==> src/rtl/spi_master.sv <==
// SPI master: takes a 10-bit command from the host, shifts it out MSB first on MOSI,
// and for read-data commands captures the 8-bit MISO response after a turnaround gap.
module spi_master #(
  parameter int unsigned TURNAROUND = 2
) (
  input  logic       clk,
  input  logic       rst,
  input  logic       cmd_valid,
  output logic       cmd_ready,
  input  logic [9:0] cmd_data,
  output logic       SS_n,
  output logic       MOSI,
  input  logic       MISO,
  output logic [7:0] rd_data,
  output logic       rd_valid,
  output logic       done,
  output logic       busy
);

  localparam int unsigned CMD_W  = 10;
  localparam int unsigned DATA_W = 8;
  localparam int unsigned CNT_W  = 4;

  localparam logic [CNT_W-1:0] TX_LAST = CNT_W'(CMD_W - 1);
  localparam logic [CNT_W-1:0] RX_LAST = CNT_W'(DATA_W - 1);
  localparam logic [CNT_W-1:0] TA_LAST = CNT_W'(TURNAROUND - 1);
  localparam logic [1:0]       OP_RD_DATA = 2'b11;

  typedef enum logic [2:0] {
    IDLE,
    START,
    SHIFT_TX,
    WAIT,
    SHIFT_RX,
    STOP
  } state_t;

  state_t              state_q, state_d;
  logic [CNT_W-1:0]    cnt_q, cnt_d;
  logic [CMD_W-1:0]    tx_q, tx_d;
  logic [DATA_W-1:0]   rx_q, rx_d;
  logic                rd_op_q, rd_op_d;
  logic                ss_n_q, ss_n_d;
  logic                mosi_q, mosi_d;
  logic [DATA_W-1:0]   rd_data_q, rd_data_d;
  logic                rd_valid_q, rd_valid_d;
  logic                done_q, done_d;
  logic                busy_q, busy_d;

  assign cmd_ready = (state_q == IDLE) && !rst;

  // State and registered outputs
  always_ff @(posedge clk) begin
    if (rst) begin
      state_q    <= IDLE;
      cnt_q      <= '0;
      tx_q       <= '0;
      rx_q       <= '0;
      rd_op_q    <= 1'b0;
      ss_n_q     <= 1'b1;
      mosi_q     <= 1'b0;
      rd_data_q  <= '0;
      rd_valid_q <= 1'b0;
      done_q     <= 1'b0;
      busy_q     <= 1'b0;
    end else begin
      state_q    <= state_d;
      cnt_q      <= cnt_d;
      tx_q       <= tx_d;
      rx_q       <= rx_d;
      rd_op_q    <= rd_op_d;
      ss_n_q     <= ss_n_d;
      mosi_q     <= mosi_d;
      rd_data_q  <= rd_data_d;
      rd_valid_q <= rd_valid_d;
      done_q     <= done_d;
      busy_q     <= busy_d;
    end
  end

  // Next state; output registers are loaded with the values of the state being entered
  always_comb begin
    state_d    = state_q;
    cnt_d      = cnt_q;
    tx_d       = tx_q;
    rx_d       = rx_q;
    rd_op_d    = rd_op_q;
    ss_n_d     = 1'b1;
    mosi_d     = 1'b0;
    rd_data_d  = rd_data_q;
    rd_valid_d = 1'b0;
    done_d     = 1'b0;

    unique case (state_q)
      IDLE: begin
        if (cmd_valid && cmd_ready) begin
          state_d = START;
          tx_d    = cmd_data;
          rd_op_d = (cmd_data[9:8] == OP_RD_DATA);
          ss_n_d  = 1'b0;
          mosi_d  = cmd_data[9];
        end
      end

      // START and the first SHIFT_TX cycle both present cmd[9]
      START: begin
        state_d = SHIFT_TX;
        cnt_d   = '0;
        ss_n_d  = 1'b0;
        mosi_d  = tx_q[9];
      end

      SHIFT_TX: begin
        if (cnt_q == TX_LAST) begin
          cnt_d = '0;
          if (rd_op_q) begin
            state_d = WAIT;
            ss_n_d  = 1'b0;
          end else begin
            state_d = STOP;
            done_d  = 1'b1;
          end
        end else begin
          cnt_d  = cnt_q + CNT_W'(1);
          tx_d   = {tx_q[CMD_W-2:0], 1'b0};
          ss_n_d = 1'b0;
          mosi_d = tx_q[CMD_W-2];
        end
      end

      WAIT: begin
        ss_n_d = 1'b0;
        if (cnt_q == TA_LAST) begin
          state_d = SHIFT_RX;
          cnt_d   = '0;
        end else begin
          cnt_d = cnt_q + CNT_W'(1);
        end
      end

      // The edge ending the last RX cycle samples the final bit straight into rd_data
      SHIFT_RX: begin
        rx_d = {rx_q[DATA_W-2:0], MISO};
        if (cnt_q == RX_LAST) begin
          state_d    = STOP;
          cnt_d      = '0;
          done_d     = 1'b1;
          rd_valid_d = 1'b1;
          rd_data_d  = {rx_q[DATA_W-2:0], MISO};
        end else begin
          cnt_d  = cnt_q + CNT_W'(1);
          ss_n_d = 1'b0;
        end
      end

      STOP: begin
        state_d = IDLE;
      end

      default: begin
        state_d = IDLE;
      end
    endcase

    busy_d = (state_d != IDLE);
  end

  assign SS_n     = ss_n_q;
  assign MOSI     = mosi_q;
  assign rd_data  = rd_data_q;
  assign rd_valid = rd_valid_q;
  assign done     = done_q;
  assign busy     = busy_q;

endmodule

==> config.mk <==
export PLATFORM = sky130hd
export DESIGN_NAME = spi_master
export DESIGN_NICKNAME = d
export VERILOG_FILES = /design/src/rtl/spi_master.sv
export SDC_FILE = /design/constraint.sdc
export NUM_CORES = 1
export LEC_CHECK = 0
export CAP_MARGIN = 10
export CORE_ASPECT_RATIO = 1.4
export CORE_UTILIZATION = 47
export DETAILED_ROUTE_END_ITERATION = 8
export PLACE_DENSITY = 0.79
export SKIP_CTS_REPAIR_TIMING = 1
export SYNTH_ARGS = -nofsm -noshare
export SYNTH_HDL_FRONTEND = slang
export SYNTH_SLANG_ARGS = --single-unit
==> constraint.sdc <==
create_clock -name clk -period 1.5 [get_ports clk]
set_input_delay 0.375 -clock clk [delete_from_list [all_inputs] [get_ports clk]]
set_output_delay 0.375 -clock clk [all_outputs]
set_load 0.02 [all_outputs]
==> results of run 1 <==
[report_power, final]
| group | total, uW | switching, uW | internal (uW) |
|---|---|---|---|
| combinational | 456 | 215 | 241 |
| sequential | 1070 | 25.4 | 1040 |
| clock | 692 | 338 | 354 |
[Yosys cell counts (2+ instances only)]
library cell	count
sky130_fd_sc_hd__dfxtp_1	38
sky130_fd_sc_hd__nor3_1	2
sky130_fd_sc_hd__o21ai_0	2
sky130_fd_sc_hd__nand3b_1	2
sky130_fd_sc_hd__o21ai_1	4
sky130_fd_sc_hd__nor2_1	32
sky130_fd_sc_hd__nand2_1	25
sky130_fd_sc_hd__clkbuf_1	4
sky130_fd_sc_hd__xnor2_1	2
sky130_fd_sc_hd__buf_4	2
sky130_fd_sc_hd__inv_2	2
sky130_fd_sc_hd__nor2b_1	2
sky130_fd_sc_hd__nand2b_1	5
sky130_fd_sc_hd__mux2i_1	19
sky130_fd_sc_hd__a21oi_1	25
sky130_fd_sc_hd__buf_2	5
sky130_fd_sc_hd__nand3_1	2
sky130_fd_sc_hd__ha_1	2
[per-layer routing]
layer	routed length [um]	global-route usage, %	vias up
met1	1806	26.87	780
met3	197	6.042	19
met5	0	0	-
li1	-	-	772
met2	2549	36.99	54
met4	154	11.99	0
[area by class of cell]
class                   instances  area [sq um]  share of cell area (%)
inverters                       3         11.26                  0.4509
well taps                      40         50.05                   2.004
repair buffers                 64         660.6                   26.45
clock buffers                   6         82.58                   3.307
multi-input cells             141         924.6                   37.02
flip-flops and latches         38         768.2                   30.76
[cell families (layout without fill, tap and decap cells)]
| family | count (synthesis) | in the layout | share of synthesized area [%] |
|---|---|---|---|
| xor+xnor | 2 | 2 | 1.042 |
| simple gates | 80 | 80 | 23.22 |
| compound gates | 38 | 38 | 13.77 |
| mux | 19 | 19 | 11.31 |
| fa+ha+maj | 2 | 2 | 1.488 |
| buf+inv | 14 | 73 | 3.943 |
| flops | 38 | 38 | 45.24 |
[worst max path at each step]
stage / from / endpoint / slack [ns] / depth (start not counted)
final: state_q[0]$_SDFF_PP0_ / tx_q[8]$_SDFFE_PP0P_ / -0.10 / 8
after global routing: state_q[0]$_SDFF_PP0_ / tx_q[8]$_SDFFE_PP0P_ / -0.19 / 8
after CTS: rst / cmd_ready / -0.71 / 3
after detailed placement: rst / cmd_ready / -0.70 / 3
after global placement: rst / cmd_ready / -0.70 / 3
after floorplan: rst / tx_q[1]$_SDFFE_PP0P_ / -0.09 / 5
[sequential cells by signal, indices dropped and copies added (netlist names)]
signal,count
tx_q,10
rd_data,8
rx_q,7
cnt_q,4
state_q,3
MOSI,1
SS_n,1
busy,1
done,1
rd_op_q,1
rd_valid,1
[critical path, cell delays in order (launching register included)]
cell and delay (ns):
sky130_fd_sc_hd__dfxtp_2 0.34, sky130_fd_sc_hd__buf_6 0.13, sky130_fd_sc_hd__nor3b_4 0.21, sky130_fd_sc_hd__buf_6 0.18, sky130_fd_sc_hd__buf_6 0.11, sky130_fd_sc_hd__mux2i_1 0.19, sky130_fd_sc_hd__nor2_1 0.09, sky130_fd_sc_hd__a21oi_1 0.17
sky130_fd_sc_hd__nor2_1 0.06
[stage by stage]
| step | cells | hold WS (ns) |
|---|---|---|
| detailed placement | 276 | 0.4485 |
| finish | 292 | 0.4672 |
| global route | 292 | 0.4919 |
| CTS | 282 | 0.4596 |
| global placement | 276 | 0.4401 |
| floorplan | 193 | 0.4268 |
==> run summary, run 1 <==
The flow ran to the end, but the final reports show violations. The final reports fail on negative setup slack. The distinct cell type count of the synthesized netlist is 36. After detailed routing, the average wire length per cell comes to 16.12 um. In the synthesized netlist the async set-or-reset flop fraction comes to 0%. TritonCTS built the clock tree. The total of warnings raised by yosys is 0. The achievable clock frequency came out at 0.6245 GHz. In the layout the commonest cells are sky130_fd_sc_hd__dfxtp_1 (34), sky130_fd_sc_hd__nor2_1 (32), sky130_fd_sc_hd__buf_4 (25). The instance count of the mapped netlist is 193. After the last flow step, the layout net total stands at 269. The detailed-route DRC error count is 0. The total grt overflow came out at 0. The maximum clock insertion buffer count came out at 2. Leaving out fill and tap cells, the most frequent cell in the layout is sky130_fd_sc_hd__dfxtp_1.

At the end of the flow the core is filled with cells to 73.25%. The clock-pin slew on the worst setup and hold paths came out at 0.07 ns. The antenna diode count came out at 0. Across all layers, the routed design uses 1625 vias.

The floorplan step defined a core boundary enclosing 3410 sq um. Using the TritonRoute via totals, the vias-per-cell ratio works out to 5.565. The shortest period the worst path allows is 1.601 ns. The largest net degree at the start of global routing came out at 38. The final RePlAce weighted congestion is 0.8198. The post-route worst setup slack is -0.1012 ns. The count of standard-cell rows is 25. For the worst setup path, the data required time is 1.67 ns. The final-report max-slew violation count is 0.

The width of the die is 52.56 um. The number of input and output port buffers inserted is 27. The floorplan step defined a die boundary enclosing 3825 sq um.

The synthesis-to-finish area growth is 48.51%. The share of synthesized area occupied by flip-flops and latches came out at 45.24%. In this run the worst hold path is classified as register to register. The capturing point of the worst reg2reg path is tx_q[8]$_SDFFE_PP0P_.

The most used flip-flop cell after synthesis is sky130_fd_sc_hd__dfxtp_1. The post-route fraction of the period consumed by the critical path is 106.7%. The tool flagged a number of max-cap violations equal to 0.

The number of DRC markers after the initial detailed-route iteration came out at 40. Counting cells, the worst reg-to-reg path comes to 8. The cell area reported after detailed placement came out at 2166 sq um. The finished cells cover 2497 sq um. The worst hold path begins at rd_op_q$_SDFFE_PP0P_. The number of hold violations in the final report came to 0. Setup repair after global routing could not meet its margin everywhere. In this run the number of H-tree levels came out at 2. The via count of the first global-routing pass came out at 1444.

The worst setup path is of the register to register kind. The kind of start point of the critical path is a register. The worst setup slack before clock tree synthesis is -0.7019 ns. The initial antenna violation count is 0. The worst setup path is captured at a register. Data on the critical path arrives at its endpoint at 1.77 ns. The die extent in y came out at 72.78 um. Summed over all nets, the half-perimeter wirelength after detailed placement is 2562 um. The final clock skew is 0.003794 ns. The flop and latch count out of synthesis is 38.

Summing every instance area after synthesis gives 1682 sq um. The setup violation total in the final timing report came out at 13. The number of cells traversed by the worst hold path is 2. The detailed-router iteration count before antenna repair came out at 4. VDD sags by at most 0.9068 mV. The total detailed-routing wirelength is 4707 um. The overall power of the completed layout is 2217 uW. The worst register-to-register path begins at state_q[0]$_SDFF_PP0_.

In this run the remaining antenna-violating nets after routing total 0. The starting density of the core is 49.32%. The clock buffer count from CTS came out at 5.

The number of flops mapped to enable cells by yosys is 0. Of the cells placed in the final design, the portion with a size suffix greater than 1 is 28.57%. The worst hold path terminates at rd_op_q$_SDFFE_PP0P_.

The cell sitting at the root of the clock tree is a sky130_fd_sc_hd__clkbuf_8. The number of nets in the synthesized netlist came out at 209. The final setup TNS is -0.7153 ns. The max-slew headroom at the worst pin is 73.41%. By area the synthesized netlist is led by sky130_fd_sc_hd__dfxtp_1 (45%), sky130_fd_sc_hd__mux2i_1 (11%), sky130_fd_sc_hd__a21oi_1 (7.4%). The synthesized area per cell is 8.713 sq um.

The highest net fanout along the worst path came out at 7. The clock latency on the worst-skew pair came out at 0.29 ns. The fill cell total of the finished layout came out at 223.

The global-route usage over all layers is 22.78%. Dividing total power by cell area gives a power density of 887.7 nW/um^2. The global-route wire length before repair came out at 6382 um. The top cell type's share of synthesized area came out at 45.24%. 28 I/O pins were placed.

For the pin with the worst max-slew slack, the measured transition is 0.3988 ns. The library cell occupying the most area in the post-synthesis netlist is sky130_fd_sc_hd__dfxtp_1. The tree built by TritonCTS fans out to 38 sinks.

The register-to-register path setup slack came out at -0.10 ns. The leakage power summed over all cells came out at 0.001144 uW.
Power figures use the tool's default switching activity.
==> run 2: changes to the inputs <==
--- a/config.mk
+++ b/config.mk
@@ -11,6 +11,7 @@
 export DETAILED_ROUTE_END_ITERATION = 8
 export PLACE_DENSITY = 0.79
 export SKIP_CTS_REPAIR_TIMING = 1
+export SKIP_LAST_GASP = 1
 export SYNTH_ARGS = -nofsm -noshare
 export SYNTH_HDL_FRONTEND = slang
 export SYNTH_SLANG_ARGS = --single-unit
==> run summary, run 2 (synthesized netlist as in run 1, its figures left out) <==
The routed length on met3 is 158 um (-20%). The area of the core came out at 3410 sq um (unchanged). The net count of the finished layout came to 269 (unchanged). The highest net fanout along the worst path came out at 6 (-1).

The number of H-tree levels came out at 2 (unchanged). The worst-case reg-to-reg path depth is 8 (unchanged). The top-level port count came to 28 (unchanged). The pin slew with the least headroom to its limit came out at 0.3967 ns (-0.002129 ns). The checks that failed: negative setup slack. The combinational group share of total power came to 20.4% (-0.2 points).

The required time at the worst-slack endpoint came out at 1.67 ns (about the same). The setup path with the least slack is of type register to register. The width of the die came out at 52.56 um (unchanged). The via total after detailed routing is 1613 (-0.74%). The clock network fraction of design power came to 31.2% (about the same). The global-route usage over all layers came to 22.78% (unchanged). The final non-filler cell total came to 292 (unchanged). The wire length on met1 came to 1835 um (+1.6%). The run finished, with violations left. The switching share of power was 25.93% (-0.15 points).

The total detailed-routing wirelength came out at 4623 um (-1.8%). The detail-routed via count per cell came to 5.524 (-0.74%). The total clock sinks came out at 38 (unchanged). STA classifies the critical path startpoint as a register.

The worst flop-to-flop path startpoint is cnt_q[0]$_SDFFE_PP0P_. The fraction of layout cells with a size suffix above 1 came out at 28.17% (-0.40 points). The final setup TNS came out at -0.8328 ns (-0.1175 ns).

The number of flip-flops in the largest register is 10 (unchanged). The met2 wire length came to 2499 um (-2.0%). The starting density of the core was 49.32% (unchanged). The post-route antenna net violation count is 0 (unchanged). The path class of the tightest hold or removal check is register to register. The detailed-router iteration count before antenna repair is 4 (unchanged).

The shortest period the worst path allows is 1.633 ns (+0.03204 ns). The final HPWL from detailed placement is 2562 um (unchanged). The worst voltage drop across the vdd grid is 0.8566 mV (-5.5%). The die area is 3825 sq um (unchanged). In the layout the commonest cells are sky130_fd_sc_hd__dfxtp_1 (34), sky130_fd_sc_hd__nor2_1 (32), sky130_fd_sc_hd__buf_4 (26).

The largest net degree at the start of global routing came out at 38 (unchanged). The final clock skew is 0.005826 ns (+0.002032 ns). The total grt overflow is 0 (unchanged). The highest layer used for signal routing is met4. The sequential cell area came to 768.2 sq um (unchanged). The clock-pin slew on the worst setup and hold paths was 0.07 ns (about the same). The via count of the first global-routing pass came out at 1444 (unchanged). The worst register-to-register path ends at tx_q[8]$_SDFFE_PP0P_. The final RePlAce weighted congestion is 0.8198 (unchanged). The fill cell total of the finished layout is 230 (+3.1%). The internal power came out at 1636 uW (-0.17%). The number of DRC markers after the initial detailed-route iteration is 35 (-13%).

The count of standard-cell rows came out at 25 (unchanged). The register with the most flip-flops in the final layout is tx_q. The library cell used most frequently in the layout, excluding fill and tap cells, is sky130_fd_sc_hd__dfxtp_1. The post-route worst setup slack came to -0.1333 ns (-0.03204 ns). The maximum clock insertion buffer count came to 2 (unchanged).

The achievable clock frequency was 0.6123 GHz (-2.0%). TritonCTS built the clock tree. The setup violation total in the final timing report was 11 (-2).

The leakage power summed over all cells is 0.001142 uW (-0.16%). The power density relative to cell area is 887.2 nW/um^2 (about the same). The register-to-register path setup slack came out at -0.13 ns (-0.03 ns). Following the worst setup path forward leads to its endpoint at tx_q[8]$_SDFFE_PP0P_.

The average wire length per cell after detail routing was 15.83 um (-1.8%). The max-slew headroom at the worst pin is 73.56% (+0.14 points). The number of input and output port buffers inserted came out at 27 (unchanged).

The number of hold violations in the final report came out at 0 (unchanged). The initial antenna violation count came to 0 (unchanged). The share of the core filled with cells was 73.03% (-0.22 points). The clock latency on the worst-skew pair was 0.29 ns (about the same). The post-route fraction of the period consumed by the critical path is 108.9% (+2.1 points). The total placed cells including tap cells is 276 (unchanged). The die extent in y is 72.78 um (unchanged).

The detailed-route DRC error count came to 0 (unchanged). The clock buffer count from CTS is 5 (unchanged). The global-route wire length before repair is 6382 um (unchanged). The overall power of the completed layout came to 2209 uW (-0.36%). The worst setup path is captured at a register. The antenna diode count was 0 (unchanged). The part of the power in registers is 48.4% (+0.2 points). The net switching power is 572.8 uW (-0.91%).

The endpoint arrival time on the critical path came to 1.80 ns (+0.03 ns). In this run the worst setup path begins at cnt_q[0]$_SDFFE_PP0P_. Setup repair after global routing could not meet its margin everywhere. The area taken by multi-input logic gates was 920.9 sq um (-0.41%).

Relative to the synthesized area, the layout overhead comes to 48.07%. The final-report max-slew violation count is 0 (unchanged). The max-capacitance violation count came out at 0 (unchanged). The cell sitting at the root of the clock tree is a sky130_fd_sc_hd__clkbuf_8.
## run 2: changes by cell type in the layout (fill, tap and decap cells not counted)
cell and change:
sky130_fd_sc_hd__buf_4 +1, sky130_fd_sc_hd__a21oi_2 -1, sky130_fd_sc_hd__a21oi_1 +1, sky130_fd_sc_hd__buf_6 -1
## run 2: power by group through the flow
stage	Clock, uW	Combinational (uW)	Sequential [uW]
after floorplan	0	193	1090
after global placement	0	342	1080
after detailed placement	0	347	1090
after CTS	694	352	1060
after global routing	739	480	1070
final	689	452	1070
## run 2: worst min path at each step
stage | startpoint | slack (ns) | cells after the start | endpoint
3_5_place_dp | rd_op_q$_SDFFE_PP0P_ | 0.45 | 2 | rd_op_q$_SDFFE_PP0P_
2_1_floorplan | rd_op_q$_SDFFE_PP0P_ | 0.43 | 2 | rd_op_q$_SDFFE_PP0P_
4_1_cts | rd_op_q$_SDFFE_PP0P_ | 0.46 | 2 | rd_op_q$_SDFFE_PP0P_
3_3_place_gp | rd_op_q$_SDFFE_PP0P_ | 0.44 | 2 | rd_op_q$_SDFFE_PP0P_
5_1_grt | rx_q[3]$_SDFFE_PP0N_ | 0.49 | 2 | rx_q[3]$_SDFFE_PP0N_
6_report | rx_q[6]$_SDFFE_PP0N_ | 0.48 | 2 | rx_q[6]$_SDFFE_PP0N_
## run 2: routing by layer
layer,vias up,track usage [%]
met2,45,36.99
li1,771,-
met3,16,6.042
met5,-,0
met4,0,11.99
met1,781,26.87
## run 2: through the flow
stage | setup slack (ns) | area [sq um] | hold slack (ns)
6_report | -0.1333 | 2490 | 0.4756
4_1_cts | -0.7129 | 2248 | 0.4596
5_1_grt | -0.1589 | 2490 | 0.4916
3_5_place_dp | -0.7019 | 2166 | 0.4485
2_1_floorplan | -0.09234 | 1692 | 0.4268
3_3_place_gp | -0.6992 | 2166 | 0.4401
## run 2: area by class of cell
type                            instances  area share [%]
Multi-Input combinational cell        141           36.98
Sequential cell                        38           30.85
Timing Repair Buffer                   64           26.38
Clock buffer                            6           3.317
Tap cell                               40           2.010
Inverter                                3          0.4523
## run 2: critical path, cell delays in order (launching register included)
cell                       delay [ns]
sky130_fd_sc_hd__dfxtp_2         0.35
sky130_fd_sc_hd__buf_6           0.10
sky130_fd_sc_hd__ha_4            0.12
sky130_fd_sc_hd__nand3b_1        0.18
sky130_fd_sc_hd__a22oi_4         0.31
sky130_fd_sc_hd__buf_12          0.15
sky130_fd_sc_hd__nor2_1          0.05
sky130_fd_sc_hd__a21oi_1         0.19
sky130_fd_sc_hd__nor2_1          0.06
